**config.mk**
```make
export PLATFORM = sky130hd
export DESIGN_NAME = adc_fifo_sync_ctrl
export DESIGN_NICKNAME = d
export VERILOG_FILES = /design/src/rtl/adc_fifo_sync_ctrl.sv
export SDC_FILE = /design/constraint.sdc
export NUM_CORES = 1
export LEC_CHECK = 0
export ABC_AREA = 1
export BUFFER_PORTS_ARGS = -buffer_cell sky130_fd_sc_hd__buf_2
export CAP_MARGIN = 5
export CORE_UTILIZATION = 40
export DETAILED_ROUTE_END_ITERATION = 8
export GPL_ROUTABILITY_DRIVEN = 0
export PLACE_DENSITY_LB_ADDON = 0.08
export SLEW_MARGIN = 20
export SYNTH_ARGS = -nofsm -noshare
export SYNTH_HDL_FRONTEND = slang
export SYNTH_SLANG_ARGS = --single-unit
```
**constraint.sdc**
```tcl
create_clock -name CLOCK -period 2.5 [get_ports CLOCK]
set_input_delay 0.25 -clock CLOCK [delete_from_list [all_inputs] [get_ports CLOCK]]
set_output_delay 0.25 -clock CLOCK [all_outputs]
set_load 0.05 [all_outputs]
```
**src/rtl/adc_fifo_sync_ctrl.sv**
```systemverilog
// adc_fifo_sync_ctrl: single-clock FIFO controller between the ADC sampling
// front end and the FFT loader. The storage is an external non-pipelined LSRAM.
// This block generates the RAM addresses and enables, tracks occupancy, and
// registers the status flags.
//
// Optional build macro: ADC_FIFO_ERR_STICKY_EN
//   - Defined: OVERFLOW/UNDERFLOW are sticky until CLR_ERR or RESET.
//   - Undefined: OVERFLOW/UNDERFLOW are 1-cycle pulses, and CLR_ERR is unused.
//
// Ports:
//   CLOCK, RESET        rising-edge clock; asynchronous active-high reset
//   WE, DATA            write request and write data
//   RE                  read request
//   Q, DVALID           read data (straight from MEM_RD) and its valid strobe
//   FULL, EMPTY         occupancy == DEPTH / occupancy == 0
//   AFULL, AEMPTY       occupancy >= AFULL_TH / occupancy <= AEMPTY_TH
//   WRCNT               occupancy, 0..DEPTH
//   OVERFLOW, UNDERFLOW write rejected while full / read rejected while empty
//   CLR_ERR             clears sticky error flags
//   MEM_*               LSRAM write/read port controls and data
module adc_fifo_sync_ctrl #(
    parameter int unsigned WIDTH     = 32,
    parameter int unsigned DEPTH     = 128,
    parameter int unsigned ADDR_W    = 7,
    parameter int unsigned AFULL_TH  = 120,
    parameter int unsigned AEMPTY_TH = 8
) (
    input  logic              CLOCK,
    input  logic              RESET,
    input  logic              WE,
    input  logic [WIDTH-1:0]  DATA,
    input  logic              RE,
    output logic [WIDTH-1:0]  Q,
    output logic              DVALID,
    output logic              FULL,
    output logic              EMPTY,
    output logic              AFULL,
    output logic              AEMPTY,
    output logic [ADDR_W:0]   WRCNT,
    output logic              OVERFLOW,
    output logic              UNDERFLOW,
    input  logic              CLR_ERR,
    output logic [ADDR_W-1:0] MEM_WADDR,
    output logic              MEM_WE,
    output logic [WIDTH-1:0]  MEM_WD,
    output logic [ADDR_W-1:0] MEM_RADDR,
    output logic              MEM_RE,
    input  logic [WIDTH-1:0]  MEM_RD
);

    localparam int unsigned CNT_W = ADDR_W + 1;

    logic [ADDR_W-1:0] wptr_q, wptr_d;
    logic [ADDR_W-1:0] rptr_q, rptr_d;
    logic [CNT_W-1:0]  wrcnt_q, wrcnt_d;
    logic              full_q, full_d;
    logic              empty_q, empty_d;
    logic              afull_q, afull_d;
    logic              aempty_q, aempty_d;
    logic              dvalid_q, dvalid_d;
    logic              ovf_q, ovf_d;
    logic              udf_q, udf_d;
    logic              wacc_c;
    logic              racc_c;

    // Acceptance is qualified by last cycle's registered FULL/EMPTY.
    // DEPTH is a power of two, so the pointers wrap naturally.
    always_comb begin
        wacc_c   = WE & ~full_q;
        racc_c   = RE & ~empty_q;
        wptr_d   = wptr_q;
        rptr_d   = rptr_q;
        if (wacc_c) wptr_d = wptr_q + ADDR_W'(1);
        if (racc_c) rptr_d = rptr_q + ADDR_W'(1);

        wrcnt_d  = wrcnt_q + CNT_W'(wacc_c) - CNT_W'(racc_c);
        full_d   = (wrcnt_d == CNT_W'(DEPTH));
        empty_d  = (wrcnt_d == '0);
        afull_d  = (wrcnt_d >= CNT_W'(AFULL_TH));
        aempty_d = (wrcnt_d <= CNT_W'(AEMPTY_TH));

        // The RAM returns data one cycle after MEM_RE.
        dvalid_d = racc_c;

`ifdef ADC_FIFO_ERR_STICKY_EN
        // A new error wins over CLR_ERR in the same cycle.
        ovf_d    = (WE & full_q)  | (ovf_q & ~CLR_ERR);
        udf_d    = (RE & empty_q) | (udf_q & ~CLR_ERR);
`else
        ovf_d    = WE & full_q;
        udf_d    = RE & empty_q;
`endif
    end

`ifndef ADC_FIFO_ERR_STICKY_EN
    logic unused_clr_err;
    assign unused_clr_err = CLR_ERR;
`endif

    // State registers. An asynchronous reset also kills a DVALID that is
    // already in flight.
    always_ff @(posedge CLOCK or posedge RESET) begin
        if (RESET) begin
            wptr_q   <= '0;
            rptr_q   <= '0;
            wrcnt_q  <= '0;
            full_q   <= 1'b0;
            empty_q  <= 1'b1;
            afull_q  <= 1'b0;
            aempty_q <= 1'b1;
            dvalid_q <= 1'b0;
            ovf_q    <= 1'b0;
            udf_q    <= 1'b0;
        end else begin
            wptr_q   <= wptr_d;
            rptr_q   <= rptr_d;
            wrcnt_q  <= wrcnt_d;
            full_q   <= full_d;
            empty_q  <= empty_d;
            afull_q  <= afull_d;
            aempty_q <= aempty_d;
            dvalid_q <= dvalid_d;
            ovf_q    <= ovf_d;
            udf_q    <= udf_d;
        end
    end

    assign MEM_WE    = wacc_c;
    assign MEM_WADDR = wptr_q;
    assign MEM_WD    = DATA;
    assign MEM_RE    = racc_c;
    assign MEM_RADDR = rptr_q;

    assign Q         = MEM_RD;
    assign DVALID    = dvalid_q;
    assign FULL      = full_q;
    assign EMPTY     = empty_q;
    assign AFULL     = afull_q;
    assign AEMPTY    = aempty_q;
    assign WRCNT     = wrcnt_q;
    assign OVERFLOW  = ovf_q;
    assign UNDERFLOW = udf_q;

endmodule

```
-- Word level (Yosys, flattened, before mapping)
Index checks and enable logic that the tools add are counted.
- bits in registers: 29
- output and inout bits: 95
- logic and storage cells: 24
- add/sub/neg operators: 4
- $lt $le $gt $ge: 2
- equal/unequal tests: 1
- bitwise gates (word level): 6
- reduce and logical (&&, ||, !) cells: 1
- operators by type and width (kind ; number):
    adder 7 x 1 -> 7 bit (second input constant) ; 2
    adder 8 x 1 -> 8 bit ; 1
    equality test 8 bit (second input constant) ; 1
    greater-or-equal comparator 8 x 7 -> 1 bit (second input constant) ; 1
    <= comparator 8 x 4 -> 1 bit (second input constant) ; 1
    logical NOT 8 bit ; 1
    subtractor 8 x 1 -> 8 bit ; 1
    AND 1 bit ; 4
    inverter 1 bit ; 2

-- Longest topological paths before layout
- word-level depth: 5
- gate-level depth with buffers: 17

-- Worst setup path before layout
No wires, ideal clock.
- kind: flip-flop to flip-flop
- start point: reg full_q (netlist: FULL)
- end point: reg aempty_q (netlist: AEMPTY)
- arrival: 2.627 ns
- required time: 2.433 ns
- path slack: -0.194 ns
- stages on the path, launching flop included: 17
- path buffers: 0
- period minus slack after synthesis: 2.694 ns
- path through: dfrtp_1 nor2_4 inv_2 ha_1 inv_1 ha_1 inv_1 fa_1 inv_1 nand2_1 nand2_1 nand3_2 nand2_1 nand2_1 nand2_1 nand3_2 nor2_1
- word-level cells in the longest chain between the ends: 5
- RTL lines (element ; RTL line ; text):
    start, declared ; 56 ; logic full_q, full_d;
    start signal, assigned ; 118 ; full_q <= full_d;
    inverter 1 bit ; 69 ; wacc_c = WE & ~full_q;
    AND 1 bit ; 69 ;
    named net MEM_WE ; 44 ; output logic MEM_WE,
    adder 8 x 1 -> 8 bit ; 76 ; wrcnt_d = wrcnt_q + CNT_W'(wacc_c) - CNT_W'(racc_c);
    subtractor 8 x 1 -> 8 bit ; 76 ;
    <= comparator 8 x 4 -> 1 bit ; 80 ; aempty_d = (wrcnt_d <= CNT_W'(AEMPTY_TH));
    named net aempty_d ; 59 ; logic aempty_q, aempty_d;
    end signal, assigned ; 121 ; aempty_q <= aempty_d;
    end, declared ; 59 ;
The timed path passes the listed nets, and every way through them passes these cells.
A chain may end at the register's enable or synchronous reset.

-- Worst setup path in the final report
- start point: reg empty_q (netlist: EMPTY)
- end point: reg aempty_q (netlist: AEMPTY)
- word-level cells in the longest chain between the ends: 4
- RTL lines (element ; RTL line ; text):
    start, declared ; 57 ; logic empty_q, empty_d;
    start signal, assigned ; 119 ; empty_q <= empty_d;
    inverter 1 bit ; 70 ; racc_c = RE & ~empty_q;
    AND 1 bit ; 70 ;
    subtractor 8 x 1 -> 8 bit ; 76 ;
    <= comparator 8 x 4 -> 1 bit ; 80 ;
    named net aempty_d ; 59 ;
The timed path passes the listed nets, and every way through them passes these cells.

==> key figures <==
Timing
  – Slew @ Worst Pin: 0.5781 ns
  – Setup violators final: 0
  – Slew HR: 61.42%
  – Max Fclk: 434.7 MHz
  – Clock Skews: 0.005741 ns
  – Tmin final: 2.301 ns
  – Post-route clock period utilization: 92.03%
  – Unrepaired setup endpoints after global routing: no
  – Worst setup margin: 0.1994 ns
  – Hold Violations, Final: 0
  – Final setup TNS: 0 ns
  – Slew Viols, Final: 0

Clocking
  – CTS max path bufs: 2
  – CTS sink count: 29
  – H-tree levels: 2
  – Resize count post-CTS: 0
  – Clock root buffer: clkbuf_8
  – CTS tree: yes
  – Hold_buf cts: 0
  – Reg clk slew, reported paths: 0.07 ns
  – Number of setup buffers added after CTS: 0
  – Worst skew pair latency: 0.28 ns
  – CTS Buf Count: 5

Setup path
  – CP Cell Sequence: nor2_4 -> ha_4 -> inv_1 -> ha_2 -> inv_2 -> fa_2 -> inv_2 -> nand2_1 -> nand2_1 -> nand3_2 -> nand2_1 -> nand2_1 -> nand2_1 -> nand3_2 -> nor2_1
  – FF-to-FF path depth: 15
  – Worst Setup SP: EMPTY
  – CP startpoint kind: flip-flop
  – Worst path bufs/invs: 3
  – CP top delay family: adder cells
  – Crit path max-delay cell type: dfstp_2
  – Worst Setup EP: AEMPTY
  – Crit path required time: 2.71 ns
  – Reg-to-Reg End: AEMPTY
  – Crit-path max FO: 3
  – Worst setup EP type: flip-flop
  – Crit path largest cell delay: 0.56 ns
  – R2r startpoint: EMPTY
  – Cell mode on critical path: nand2_1
  – Classification of the worst setup path: flip-flop to flip-flop
  – FF-to-FF setup slack: 0.20 ns
  – Worst path depth: 15
  – Arrival @ worst endpoint: 2.51 ns

Final layout
  – Area delta synth->final: -4.039%
  – Register area: 729.5 um2
  – Multi-input combinational cell area: 745.7 um2
  – Antenna Cells: 0
  – Layout Nets: 304
  – Max reg flops: 8
  – Layout cell share with drive strength beyond 1: 34.22%
  – Number of fill cells: 508

Floorplanning
  – IO Count: 164
  – Die area: 5481 um2
  – Die span in y: 74.04 um
  – Starting Density: 42.81%
  – Chip width: 74.04 um
  – Core Rows: 25
  – Core area: 4848 um2

Routing
  – Post-route antenna net violation count: 0
  – Mean routed wirelength per cell: 11.62 um
  – TritonRoute pass-1 iters: 4
  – DR iter-0 viols: 36
  – Final wirelength: 3393 um
  – Remaining DRCs: 0
  – Vias: 1316
  – Routed vias/inst: 4.507

Synthesis
  – Post-Synthesis Cells: 244
  – Syn nets: 324
  – Seq cells post-synth: 29
  – Synth Cell Area: 2076 um2
  – Cell variety after synth: 23
  – Avg Inst Size Synth: 8.507 um2
  – Yosys warnings: 0
  – Seq/Total Area, Yosys: 35.08%

Place
  – Final HPWL DP: 2674 um
  – PortBufs: 34
  – Setup WS pre-CTS: 0.1952 ns

Hold path
  – Worst hold path type: input port to asynchronous set/reset pin

Status
  – Status: finished, final reports clean

Global routing
  – Total congestion overflow: 0
  – Vias in the first global route: 1306
  – Global-route wire length before repair: 5768 um
  – Initial antenna violation count: 0
  – Global Route Usage Sum: 13.90%
  – Largest net degree at the start of global routing: 16

Power
  – Pleak: 0.001076 uW
  – PD cells: 1845 nW/um2
  – Overall Power: 3675 uW
  – Max VDD drop: 806.4 uV

Flow run
  – Max Cap Viol: 0
metal layers:
layer	vias to the layer above	track usage, %	share of wire, %
met1	614	16.28	44
met5	-	0	0
met3	13	6.369	7.3
li1	636	-	-
met4	0	6.624	2.0
met2	53	21.62	47
worst reg2reg max path, stage by stage, from the launching register on:
cell and delay (ns):
dfstp_2 0.56, nor2_4 0.06, ha_4 0.22, inv_1 0.05
ha_2 0.20, inv_2 0.05, fa_2 0.36, inv_2 0.06
nand2_1 0.06, nand2_1 0.11, nand3_2 0.09, nand2_1 0.09
nand2_1 0.05, nand2_1 0.07, nand3_2 0.09, nor2_1 0.12
cell usage in the layout (no fill, tap or decap), types with 3 or more instances in the layout:
cell type / n
nand2_1: 39
buf_2: 34
inv_1: 31
dfrtp_1: 26
nand3_1: 17
xor2_1: 8
ha_1: 8
nand2_2: 7
clkbuf_8: 7
nor2_1: 6
inv_2: 5
xnor2_1: 5
nor3_2: 4
nand3_2: 4
a21oi_1: 3
nor2_2: 3
buf_4: 3
how the worst min path moves through the flow:
stage | start | endpoint | cells past startpoint
6_report | RESET | FULL | 2
5_1_grt | RESET | FULL | 2
4_1_cts | RESET | FULL | 2
3_5_place_dp | RESET | DVALID | 2
3_3_place_gp | RESET | DVALID | 2
2_1_floorplan | RESET | AFULL | 1
cells by family (layout without fill, tap and decap cells):
group / after synthesis / after routing / synth area share [%]
AOI/OAI and AO/OA: 5 / 5 / 1.386
xor gates and xnor gates: 13 / 13 / 5.485
adders and majority gates: 11 / 11 / 6.992
buffers and inverters: 101 / 82 / 29.84
DFF: 29 / 29 / 35.08
and+or+nand+nor: 85 / 85 / 21.22
final cells by class:
class                      count  area share (%)
clock inverter                 1          0.2513
inverter                      37           6.972
timing repair buffer          37           9.673
clock buffer                   7           4.837
sequential                    29           36.62
multi-input combinational    114           37.44
tap                           67           4.209
synth_stat cells:
library cell | n | area share, %
buf_4 | 64 | 23
nand2_1 | 39 | 7.1
inv_1 | 33 | 6.0
dfrtp_1 | 27 | 33
nand3_1 | 17 | 4.1
ha_1 | 10 | 6.0
xor2_1 | 8 | 3.4
nand2_2 | 7 | 2.1
nor2_1 | 6 | 1.1
xnor2_1 | 5 | 2.1
nand3_2 | 4 | 1.9
nor3_2 | 4 | 1.9
a21oi_1 | 3 | 0.72
inv_2 | 3 | 0.54
nor2_2 | 3 | 0.90
dfstp_2 | 2 | 2.5
nand3b_1 | 2 | 0.72
nor2_4 | 2 | 1.1
a21oi_2 | 1 | 0.42
clkinv_1 | 1 | 0.18
fa_1 | 1 | 0.96
o21ai_0 | 1 | 0.24
or2_1 | 1 | 0.30
report_power, final:
part / internal (uW) / leakage (uW) / switching, uW
Clock: 248 / 0.0000542 / 172
Sequential: 684 / 0.000347 / 165
Combinational: 682 / 0.000676 / 1720
per-stage QoR:
stage                     area, um2  hold slack, ns  util, %  std cells
after global placement         1891          0.3383    38.99        284
after floorplan                2095          0.3266        -        244
final                          1992         0.02329    41.08        292
after CTS                      1992         0.03532    41.08        292
after detailed placement       1891          0.3408    38.99        284
after global routing           1992         0.07121    41.08        292
(Power assumes the default switching activity.)
